$ cat config.mk
export PLATFORM = sky130hd
export DESIGN_NAME = move_sequencer
export DESIGN_NICKNAME = d
export VERILOG_FILES = /design/src/rtl/ttt_pkg.sv /design/src/rtl/first_empty_cell.sv /design/src/rtl/move_sequencer.sv
export SDC_FILE = /design/constraint.sdc
export NUM_CORES = 1
export LEC_CHECK = 0
export CAP_MARGIN = 30
export CORE_AREA = 2 2 70 72
export CTS_BUF_LIST = sky130_fd_sc_hd__clkbuf_2
export DETAILED_ROUTE_END_ITERATION = 12
export DIE_AREA = 0 0 72 74
export GPL_ROUTABILITY_DRIVEN = 0
export PLACE_DENSITY = 0.76
export SLEW_MARGIN = 25
export SYNTH_ARGS = -nofsm -noshare
export SYNTH_HDL_FRONTEND = slang
export SYNTH_HIERARCHICAL = 1
export SYNTH_SLANG_ARGS = --single-unit
export TNS_END_PERCENT = 1
$ cat constraint.sdc
create_clock -name clk -period 4.05 [get_ports clk]
set_clock_uncertainty 0.1 [all_clocks]
set_input_delay 0.81 -clock clk [delete_from_list [all_inputs] [get_ports clk]]
set_output_delay 0.81 -clock clk [all_outputs]
set_load 0.005 [all_outputs]
$ cat src/rtl/ttt_pkg.sv
// ttt_pkg: cell and win encodings, controller states and cell indexing shared across the tic-tac-toe chip
package ttt_pkg;
    localparam logic [1:0] CELL_EMPTY = 2'b00;
    localparam logic [1:0] CELL_X     = 2'b01;
    localparam logic [1:0] CELL_O     = 2'b10;
    localparam logic [1:0] WIN_NONE   = 2'b00;
    localparam logic [1:0] WIN_X      = 2'b01;
    localparam logic [1:0] WIN_O      = 2'b10;
    localparam logic [1:0] WIN_DRAW   = 2'b11;
    localparam int NUM_CELLS = 9;

    typedef enum logic [2:0] {X_TURN, O_TURN, AI_START, AI_WAIT, WRITE, CHECK, DONE} state_e;

    function automatic logic [3:0] cell_idx(input logic [1:0] row, input logic [1:0] col);
        return {2'b00, row} * 4'd3 + {2'b00, col};
    endfunction
endpackage

$ cat src/rtl/first_empty_cell.sv
// first_empty_cell: priority encoder returning the lowest-index empty board cell
module first_empty_cell
    import ttt_pkg::*;
(
    input  logic [17:0] board,
    output logic [3:0]  idx,
    output logic        any_empty
);
    always_comb begin
        idx = 4'd0;
        any_empty = 1'b0;
        for (int i = NUM_CELLS - 1; i >= 0; i--) begin
            if (board[2*i +: 2] == CELL_EMPTY) begin
                idx = 4'(i);
                any_empty = 1'b1;
            end
        end
    end
endmodule

$ cat src/rtl/move_sequencer.sv
// move_sequencer: validates human/AI moves, drives the board write port and tracks turn, win and error
module move_sequencer
    import ttt_pkg::*;
#(
    parameter int AI_TIMEOUT = 15
) (
    input  logic        clk,
    input  logic        reset,
    input  logic        ai_en,
    input  logic        h_valid,
    output logic        h_ready,
    input  logic [1:0]  h_piece,
    input  logic [1:0]  h_row,
    input  logic [1:0]  h_col,
    output logic        ai_start,
    input  logic        ai_valid,
    output logic        ai_ready,
    input  logic [1:0]  ai_row,
    input  logic [1:0]  ai_col,
    input  logic [17:0] board,
    input  logic [1:0]  win_in,
    output logic        board_we,
    output logic [3:0]  board_addr,
    output logic [1:0]  board_data,
    output logic [1:0]  turn,
    output logic [1:0]  win,
    output logic        err
);
    localparam logic [7:0] TMO_LAST = 8'(AI_TIMEOUT - 1);

    state_e      state_q, state_d;
    logic [3:0]  addr_q, addr_d, count_q, count_d, fe_idx, req_idx;
    logic [1:0]  piece_q, piece_d, win_q, win_d;
    logic [1:0]  exp_piece, req_piece, req_row, req_col;
    logic [7:0]  tmo_q, tmo_d;
    logic        err_q, err_d, any_empty, req_ok;

    first_empty_cell u_first_empty (.board(board), .idx(fe_idx), .any_empty(any_empty));

    // Human and AI requests share one validator; the AI always plays O
    assign exp_piece = (state_q == X_TURN) ? CELL_X : CELL_O;
    assign req_piece = (state_q == AI_WAIT) ? CELL_O : h_piece;
    assign req_row   = (state_q == AI_WAIT) ? ai_row : h_row;
    assign req_col   = (state_q == AI_WAIT) ? ai_col : h_col;
    assign req_idx   = cell_idx(req_row, req_col);
    assign req_ok    = req_piece == exp_piece && req_row < 2'd3 && req_col < 2'd3 &&
                       board[{req_idx, 1'b0} +: 2] == CELL_EMPTY;

    always_comb begin
        state_d = state_q;
        addr_d  = addr_q;
        piece_d = piece_q;
        win_d   = win_q;
        err_d   = err_q;
        count_d = count_q;
        tmo_d   = tmo_q;
        case (state_q)
            X_TURN, O_TURN: begin
                if (h_valid && req_ok) begin
                    addr_d  = req_idx;
                    piece_d = exp_piece;
                    err_d   = 1'b0;
                    state_d = WRITE;
                end else if (h_valid) begin
                    err_d = 1'b1;
                end
            end
            AI_START: begin
                tmo_d   = 8'd0;
                state_d = AI_WAIT;
            end
            AI_WAIT: begin
                if (ai_valid && req_ok) begin
                    addr_d  = req_idx;
                    piece_d = CELL_O;
                    err_d   = 1'b0;
                    state_d = WRITE;
                end else if (ai_valid) begin
                    err_d   = 1'b1;
                    state_d = AI_START;
                end else if (tmo_q == TMO_LAST && any_empty) begin
                    addr_d  = fe_idx;
                    piece_d = CELL_O;
                    err_d   = 1'b0;
                    state_d = WRITE;
                end else begin
                    tmo_d = tmo_q + 8'd1;
                end
            end
            WRITE: begin
                count_d = (count_q == 4'd9) ? count_q : count_q + 4'd1;
                state_d = CHECK;
            end
            CHECK: begin
                if (win_in == WIN_X || win_in == WIN_O) begin
                    win_d   = win_in;
                    state_d = DONE;
                end else if (count_q == 4'd9) begin
                    win_d   = WIN_DRAW;
                    state_d = DONE;
                end else begin
                    state_d = (piece_q == CELL_X) ? (ai_en ? AI_START : O_TURN) : X_TURN;
                end
            end
            DONE: err_d = h_valid ? 1'b1 : err_q;
            default: state_d = X_TURN;
        endcase
    end

    always_ff @(posedge clk) begin
        if (reset) begin
            state_q <= X_TURN;
            addr_q  <= 4'd0;
            piece_q <= CELL_EMPTY;
            win_q   <= WIN_NONE;
            err_q   <= 1'b0;
            count_q <= 4'd0;
            tmo_q   <= 8'd0;
        end else begin
            state_q <= state_d;
            addr_q  <= addr_d;
            piece_q <= piece_d;
            win_q   <= win_d;
            err_q   <= err_d;
            count_q <= count_d;
            tmo_q   <= tmo_d;
        end
    end

    assign h_ready    = state_q == X_TURN || state_q == O_TURN;
    assign ai_start   = state_q == AI_START;
    assign ai_ready   = state_q == AI_WAIT;
    assign board_we   = state_q == WRITE;
    assign board_addr = addr_q;
    assign board_data = piece_q;
    assign win        = win_q;
    assign err        = err_q;
    // While a move is in flight, turn still shows the piece being written
    assign turn = (state_q == X_TURN) ? CELL_X :
                  (state_q == O_TURN || state_q == AI_START || state_q == AI_WAIT) ? CELL_O :
                  (state_q == DONE) ? CELL_EMPTY : piece_q;
endmodule

Yosys cells after proc, flatten, opt, wreduce, memory -nomap -nowiden
Cells that the tools add are included.

Logic and storage cells: 123. Flip-flop bits (word level): 24. Output and inout port bits: 15.

Bitwise gates (word level): 2. $lt $le $gt $ge: 2. Multipliers: 1. Equality and inequality tests: 19. Mux-type cells: 56. Shift-type cells: 1. Add/sub/neg operators: 3. Reduce and logical (&&, ||, !) cells: 32.

Operators by type and width (count): two-way mux 4 bit (13); two-way mux 2 bit (15); two-way mux 8 bit (3); logical NOT 2 bit (10); two-way mux 3 bit (6); case mux 3 bit (6 select lines) (1); variable part select 18 x 6 -> 2 bit (1); case mux 8 bit (2 select lines) (1); two-way mux 1 bit (14); == test 3 bit, second input constant (3); adder 8 x 1 -> 8 bit, second input constant (1); == test 8 x 4 -> 1 bit, second input constant (1); != test 2 bit, second input constant (4); case mux 4 bit (2 select lines) (1); AND reduction 4 bit (2); == test 3 x 2 -> 1 bit, second input constant (2); logical AND 1 bit (6); AND reduction 2 bit (3); nonzero test 2 bit (3); adder 4 x 1 -> 4 bit, second input constant (1); adder 4 x 2 -> 4 bit (1); == test 2 x 1 -> 1 bit, second input constant (2); == test 4 bit, second input constant (1); logical OR 1 bit (4); other kinds (15) (17).

Depth between registers and ports, before layout
Depth after elaboration: 15. Mapped depth: 16. Mapped depth without buffers: 14.

Hierarchy
Netlist, hierarchy kept.

Modules (own cells, without submodules): move_sequencer (instances 1, cells an instance 237, sequential area each 480.5 µm², area an instance 1894.3 µm²); first_empty_cell (instances 1, cells an instance 22, sequential area each 0.0 µm², area an instance 128.9 µm²).

Worst setup path after synthesis
OpenSTA, ideal clock, no wires.

Kind: register to register. Start: register state_q[2]. End: register piece_q[0], in the netlist board_data[0]. Arrival time: 3.930 ns. Slack: -0.098 ns. Buffers on the path: 2. Stages on the path, launching flop included: 15. Cell sequence: dfxtp_1 -> nand3b_1 -> buf_6 -> clkbuf_1 -> nand2_1 -> nand2_1 -> inv_1 -> fa_1 -> inv_1 -> ha_1 -> fa_1 -> o41a_2 -> a2111oi_4 -> o221ai_4 -> a32o_2.

Word-level cells in the longest chain between the ends: 10. Elaborated cells between the ends (all ways): 28. Those cells by class: 1 x add/sub; 1 x mul; 2 x order compare; 6 x eq/ne; 1 x shift; 7 x mux; 10 x reduce/logical.

RTL lines: start: declaration (RTL line move_sequencer.sv:31) `state_e state_q, state_d;`; start signal: assignment (RTL line move_sequencer.sv:120) `state_q <= state_d;`; == test 3 x 2 -> 1 bit; two-way mux 2 bit (RTL line move_sequencer.sv:43) `assign req_row = (state_q == AI_WAIT) ? ai_row : h_row;`; multiplier 2 x 2 -> 4 bit (RTL line ttt_pkg.sv:15) `return {2'b00, row} * 4'd3 + {2'b00, col};`; adder 4 x 2 -> 4 bit (RTL line ttt_pkg.sv:15); variable part select 18 x 6 -> 2 bit (RTL line move_sequencer.sv:47) `board[{req_idx, 1'b0} +: 2] == CELL_EMPTY;`; logical NOT 2 bit (RTL line move_sequencer.sv:47); logical AND 1 bit (RTL line move_sequencer.sv:46) `assign req_ok = req_piece == exp_piece && req_row < 2'd3 && req_col < 2'd3 &&`; logical AND 1 bit, on equally long branches (RTL line move_sequencer.sv:73, move_sequencer.sv:59); != test 3 x 1 -> 1 bit (no source line) (tied with other cells); AND reduction 4 bit (no source line) / case mux 2 bit (2 select lines) (equally long branches); end signal: assignment (RTL line move_sequencer.sv:122) `piece_q <= piece_d;`; end: declaration (RTL line move_sequencer.sv:33) `logic [1:0] piece_q, piece_d, win_q, win_d;`.

Several ways; a longest one is shown, not always the timed one. The select of a mux whose other input is x is not followed. A chain may end at the register's enable or synchronous reset.

Worst setup path after layout
Start: input port h_row[0]. End: register addr_q[1], in the netlist board_addr[1].

Word-level cells in the longest chain between the ends: 9. Elaborated cells between the ends (all ways): 18. Those cells by class: 1 x add/sub; 1 x mul; 1 x order compare; 3 x eq/ne; 1 x shift; 4 x mux; 7 x reduce/logical.

RTL lines: start: declaration (RTL line move_sequencer.sv:13) `input logic [1:0] h_row,`; two-way mux 2 bit * (RTL line move_sequencer.sv:43); multiplier 2 x 2 -> 4 bit (RTL line ttt_pkg.sv:15); adder 4 x 2 -> 4 bit (RTL line ttt_pkg.sv:15); variable part select 18 x 6 -> 2 bit (RTL line move_sequencer.sv:47); logical NOT 2 bit (RTL line move_sequencer.sv:47); logical AND 1 bit (RTL line move_sequencer.sv:46); logical AND 1 bit, on equally long branches (RTL line move_sequencer.sv:73, move_sequencer.sv:59); != test 3 x 1 -> 1 bit (no source line) (tied with other cells); AND reduction 4 bit (no source line) / case mux 4 bit (2 select lines) (equally long branches); end signal: assignment (RTL line move_sequencer.sv:121) `addr_q <= addr_d;`; end: declaration (RTL line move_sequencer.sv:32) `logic [3:0] addr_q, addr_d, count_q, count_d, fe_idx, req_idx;`.

Mark *: on every way between the ends. The rest lies on a longest branch, timed or not. The select of a mux whose other input is x is not followed.

==> flow_metrics.py <==
metrics = {
    "status": {
        "outcome": "complete, no violations",
    },
    "floorplan": {
        "placementRows": 25,
        "dieHeight_um": 74,
        "io_pins": 50,
        "design.die.area_mm2": 0.00533,
        "horizontal_die_dimension_um": 72,
        "core_region_area_mm2": 0.00460,
        "initial_core_util_pct": 44.0,
    },
    "logic_synthesis": {
        "synthArstFlopShare_pct": 0,
        "synthFlopType": "sky130_fd_sc_hd__dfxtp_1",
        "post_synth_inst_count": 259,
        "post_synthesis_instance_area_mm2": 0.00202,
        "synthesis.yosys.warnings": 6,
        "mappedNetlistNets": 305,
        "ys_seq_area_share_pct": 23.7,
        "number_of_flops_mapped_to_enable_cells_by_yosys": 0,
        "synth_cell_types": 61,
        "postSynthAreaPerCell_um2": 7.81,
        "ys_ff_latch": 24,
    },
    "layout": {
        "syn_to_final_growth_pct": 35.4,
        "fillerInstances": 406,
        "layout.cells.non_filler": 376,
        "finalNetCount": 369,
        "layout-drive-gt1-share_pct": 16.8,
        "insertedDiodeCount": 0,
        "postLayoutCellArea_mm2": 0.00274,
    },
    "detailed_routing": {
        "drt_first_iter_violations": 146,
        "drt_drc_violations_left": 0,
        "routed-via-count": 2046,
        "route.detailed.wl_per_inst_um": 13.6,
        "via_per_inst": 5.44,
        "drt-total-wl_um": 5100,
        "detail_route.first_pass.iterations": 4,
        "final_antenna_net_count": 0,
    },
    "sta": {
        "finalCriticalPeriod_ns": 3.95,
        "hold_viol": 0,
        "maxClockFrequency_mhz": 253,
        "relative_slew_slack_pct": 44.5,
        "setup_violating_endpoint_count_in_the_final_report": 0,
        "max_slew.worst_pin.slew_ns": 0.829,
        "post-route-period-util_pct": 97.4,
        "final_max_slew_viol_count": 0,
    },
    "worst_hold_path": {
        "worstHoldPathType": "register to register",
    },
    "placement": {
        "hpwl_um": 3960,
        "placed_area_mm2": 0.00263,
        "buffer_ports.inserted": 49,
        "placedCellCount": 368,
    },
    "run": {
        "maxCapViolCount": 0,
    },
    "worst_setup_path": {
        "cp_capture_type": "register",
        "max_fo_critical_path": 4,
        "path_cells": "clkdlybuf4s50_1 > nand2_1 > nand2_2 > inv_2 > fa_1 > inv_1 > ha_2 > fa_2 > o41a_4 > a2111oi_4 > o221ai_4 > buf_6 > mux2i_1",
        "setup.worst_path.start_class": "primary input",
        "critical_path_class": "primary input to register",
        "worst_path_max_delay_cell": "sky130_fd_sc_hd__o41a_4",
        "timing.critical_path.required_ns": 4.25,
        "timing.critical_path.slowest_cell_delay_ns": 0.51,
        "critPathArrivalTime_ns": 4.14,
    },
    "global_route": {
        "grt_overflow_total": 0,
        "groute.usage.overall_pct": 19.7,
        "grt_pass1_wl_um": 8560,
        "antenna_found_initial": 0,
        "grt_max_degree": 22,
        "grt_pass1_vias": 1897,
    },
    "power": {
        "power.switching_fraction_pct": 29.5,
        "peakVddDrop_v": 0.000132,
        "register_share_of_total_power_pct": 39.5,
        "part_of_the_total_power_dissipated_in_combinational_logic_pct": 34.4,
        "p_clk_share_pct": 26.2,
        "power.internal_uw": 444,
        "power_density_of_the_placed_cells_mw_per_mm2": 230,
        "power.switching_uw": 186,
        "static-leakage-power_nw": 1.05,
    },
    "cts": {
        "cts_tree": "yes",
        "number_of_buffers_added_by_the_clock_tree_synthesis_step": 3,
        "cts_num_sinks": 24,
        "cts-root-to-sink-buffers": 2,
        "cts_root_buffer": "sky130_fd_sc_hd__clkbuf_2",
        "clk_pin_slew_worst_paths_ns": 0.24,
        "htree_levels": 1,
        "clk_latency_ns": 0.35,
    },
}
[cell usage after synthesis (3+ instances only)]
| library cell | count | area share, % |
|---|---|---|
| sky130_fd_sc_hd__nor2_1 | 37 | 6.9 |
| sky130_fd_sc_hd__dfxtp_1 | 24 | 24 |
| sky130_fd_sc_hd__nand2_1 | 20 | 3.7 |
| sky130_fd_sc_hd__inv_1 | 18 | 3.3 |
| sky130_fd_sc_hd__o21ai_0 | 17 | 4.2 |
| sky130_fd_sc_hd__a21oi_1 | 15 | 3.7 |
| sky130_fd_sc_hd__a211oi_1 | 11 | 4.1 |
| sky130_fd_sc_hd__ha_1 | 9 | 5.6 |
| sky130_fd_sc_hd__nor3_1 | 9 | 2.2 |
| sky130_fd_sc_hd__mux2i_1 | 6 | 3.0 |
| sky130_fd_sc_hd__a22oi_1 | 5 | 1.9 |
| sky130_fd_sc_hd__clkbuf_1 | 5 | 0.93 |
| sky130_fd_sc_hd__nand2b_1 | 5 | 1.5 |
| sky130_fd_sc_hd__o211ai_1 | 4 | 1.5 |
| sky130_fd_sc_hd__and2_1 | 3 | 0.93 |
| sky130_fd_sc_hd__nand3_1 | 3 | 0.74 |
| sky130_fd_sc_hd__nor4_1 | 3 | 0.93 |
| sky130_fd_sc_hd__o22ai_1 | 3 | 0.93 |
| sky130_fd_sc_hd__o41ai_1 | 3 | 1.3 |
| sky130_fd_sc_hd__or2_1 | 3 | 0.93 |
| sky130_fd_sc_hd__or2_2 | 3 | 0.93 |
| sky130_fd_sc_hd__or3b_2 | 3 | 1.3 |
[sequential cells by signal, summed over array words and instances (netlist names), named ones only]
register	count
count_q	4
win	2
tmo_q	8
board_addr	4
state_q	3
board_data	2
[cells in the final DEF (no fill, tap or decap), types with 3 or more instances in the layout]
master                             n
sky130_fd_sc_hd__nand2_1          19
sky130_fd_sc_hd__mux2i_1           5
sky130_fd_sc_hd__ha_1              8
sky130_fd_sc_hd__a22oi_1           5
sky130_fd_sc_hd__buf_4            19
sky130_fd_sc_hd__o21ai_0          17
sky130_fd_sc_hd__and2_1            3
sky130_fd_sc_hd__a211oi_1         11
sky130_fd_sc_hd__nor2_1           37
sky130_fd_sc_hd__nor3_1            8
sky130_fd_sc_hd__nand3_1           3
sky130_fd_sc_hd__or2_2             3
sky130_fd_sc_hd__nand2b_1          5
sky130_fd_sc_hd__dfxtp_1          24
sky130_fd_sc_hd__o211ai_1          4
sky130_fd_sc_hd__or2_1             3
sky130_fd_sc_hd__clkdlybuf4s50_1  49
sky130_fd_sc_hd__or3b_2            3
sky130_fd_sc_hd__a21oi_1          15
sky130_fd_sc_hd__clkbuf_2          3
sky130_fd_sc_hd__o22ai_1           3
sky130_fd_sc_hd__nor4_1            3
sky130_fd_sc_hd__inv_1            17
[cell type report]
cell class / instances / area, um2 / area share [%]
Multi-Input combinational cell: 206 / 1430 / 52.2
Timing Repair Buffer: 69 / 644 / 23.5
Sequential cell: 24 / 480 / 17.5
Inverter: 19 / 71.3 / 2.60
Tap cell: 54 / 67.6 / 2.47
Clock inverter: 1 / 30.0 / 1.10
Clock buffer: 3 / 15.0 / 0.548
[worst max-delay path: cells and delay by family]
kind	cells	cell delay, ns
AND/OR/NAND/NOR	2	0.16
AO/OA/AOI/OAI	3	1.16
adder cells (fa/ha/maj)	3	1.15
multiplexers	1	0.15
buffers and inverters	4	0.71
[power groups by stage]
| stage | Combinational [mW] | Sequential, mW | Clock [mW] |
|---|---|---|---|
| floorplan | 0.109 | 0.253 | 0 |
| global placement | 0.200 | 0.253 | 0 |
| detailed placement | 0.203 | 0.253 | 0 |
| CTS | 0.204 | 0.249 | 0.167 |
| global route | 0.239 | 0.250 | 0.175 |
| finish | 0.217 | 0.249 | 0.165 |
[metrics by stage]
step / worst slack [ns] / TNS, ns / total power [mW] / hold slack [ns] / utilization (%)
6_report: 0.104 / 0 / 0.630 / 0.385 / 59.6
5_1_grt: -0.0109 / -0.0161 / 0.663 / 0.406 / 59.6
4_1_cts: 0.0835 / 0 / 0.620 / 0.387 / 58.1
3_5_place_dp: -0.306 / -2.35 / 0.456 / 0.362 / 57.1
3_3_place_gp: -0.251 / -1.96 / 0.453 / 0.351 / 57.1
2_1_floorplan: 0.0323 / 0 / 0.362 / 0.338 / -
[worst paths after layout]
check	slack, ns	depth (start not counted)	endpoint	startpoint
worst max-delay path	0.10	13	board_addr[1]$_SDFFE_PP0P_	h_row[0]
worst min-delay path	0.38	2	board_addr[0]$_SDFFE_PP0P_	board_addr[0]$_SDFFE_PP0P_
worst max register to register	0.13	12	board_addr[1]$_SDFFE_PP0P_	state_q[2]$_SDFFE_PP0P_
worst min register to register	0.38	2	board_addr[0]$_SDFFE_PP0P_	board_addr[0]$_SDFFE_PP0P_
[layer usage]
metal,routed length [um],vias up,part of all wire (%),GRT usage (%)
li1,-,1068,-,-
met4,25,0,0.49,4.40
met2,2480,30,49,33.4
met1,2460,946,48,27.4
met3,146,2,2.9,1.76
met5,0,-,0,0
[kinds of logic (layout without fill, tap and decap cells)]
| group | after synthesis | in the layout | synth area share (%) |
|---|---|---|---|
| buffers and inverters | 29 | 92 | 7.17 |
| XOR/XNOR | 3 | 3 | 1.30 |
| AO/OA/AOI/OAI | 76 | 76 | 28.1 |
| multiplexers | 7 | 7 | 4.08 |
| flip-flops | 24 | 24 | 23.7 |
| AND/OR/NAND/NOR | 109 | 109 | 28.1 |
| adder cells (fa/ha/maj) | 11 | 11 | 7.55 |
[timing repair]
| item | in CTS | in global routing |
|---|---|---|
| gates resized for setup | 0 | 9 |
| endpoints found under the setup margin | 0 | 9 |
| hold buffers | 0 | 0 |
| buffers inserted | 0 | 4 |
(Power assumes the default switching activity.)
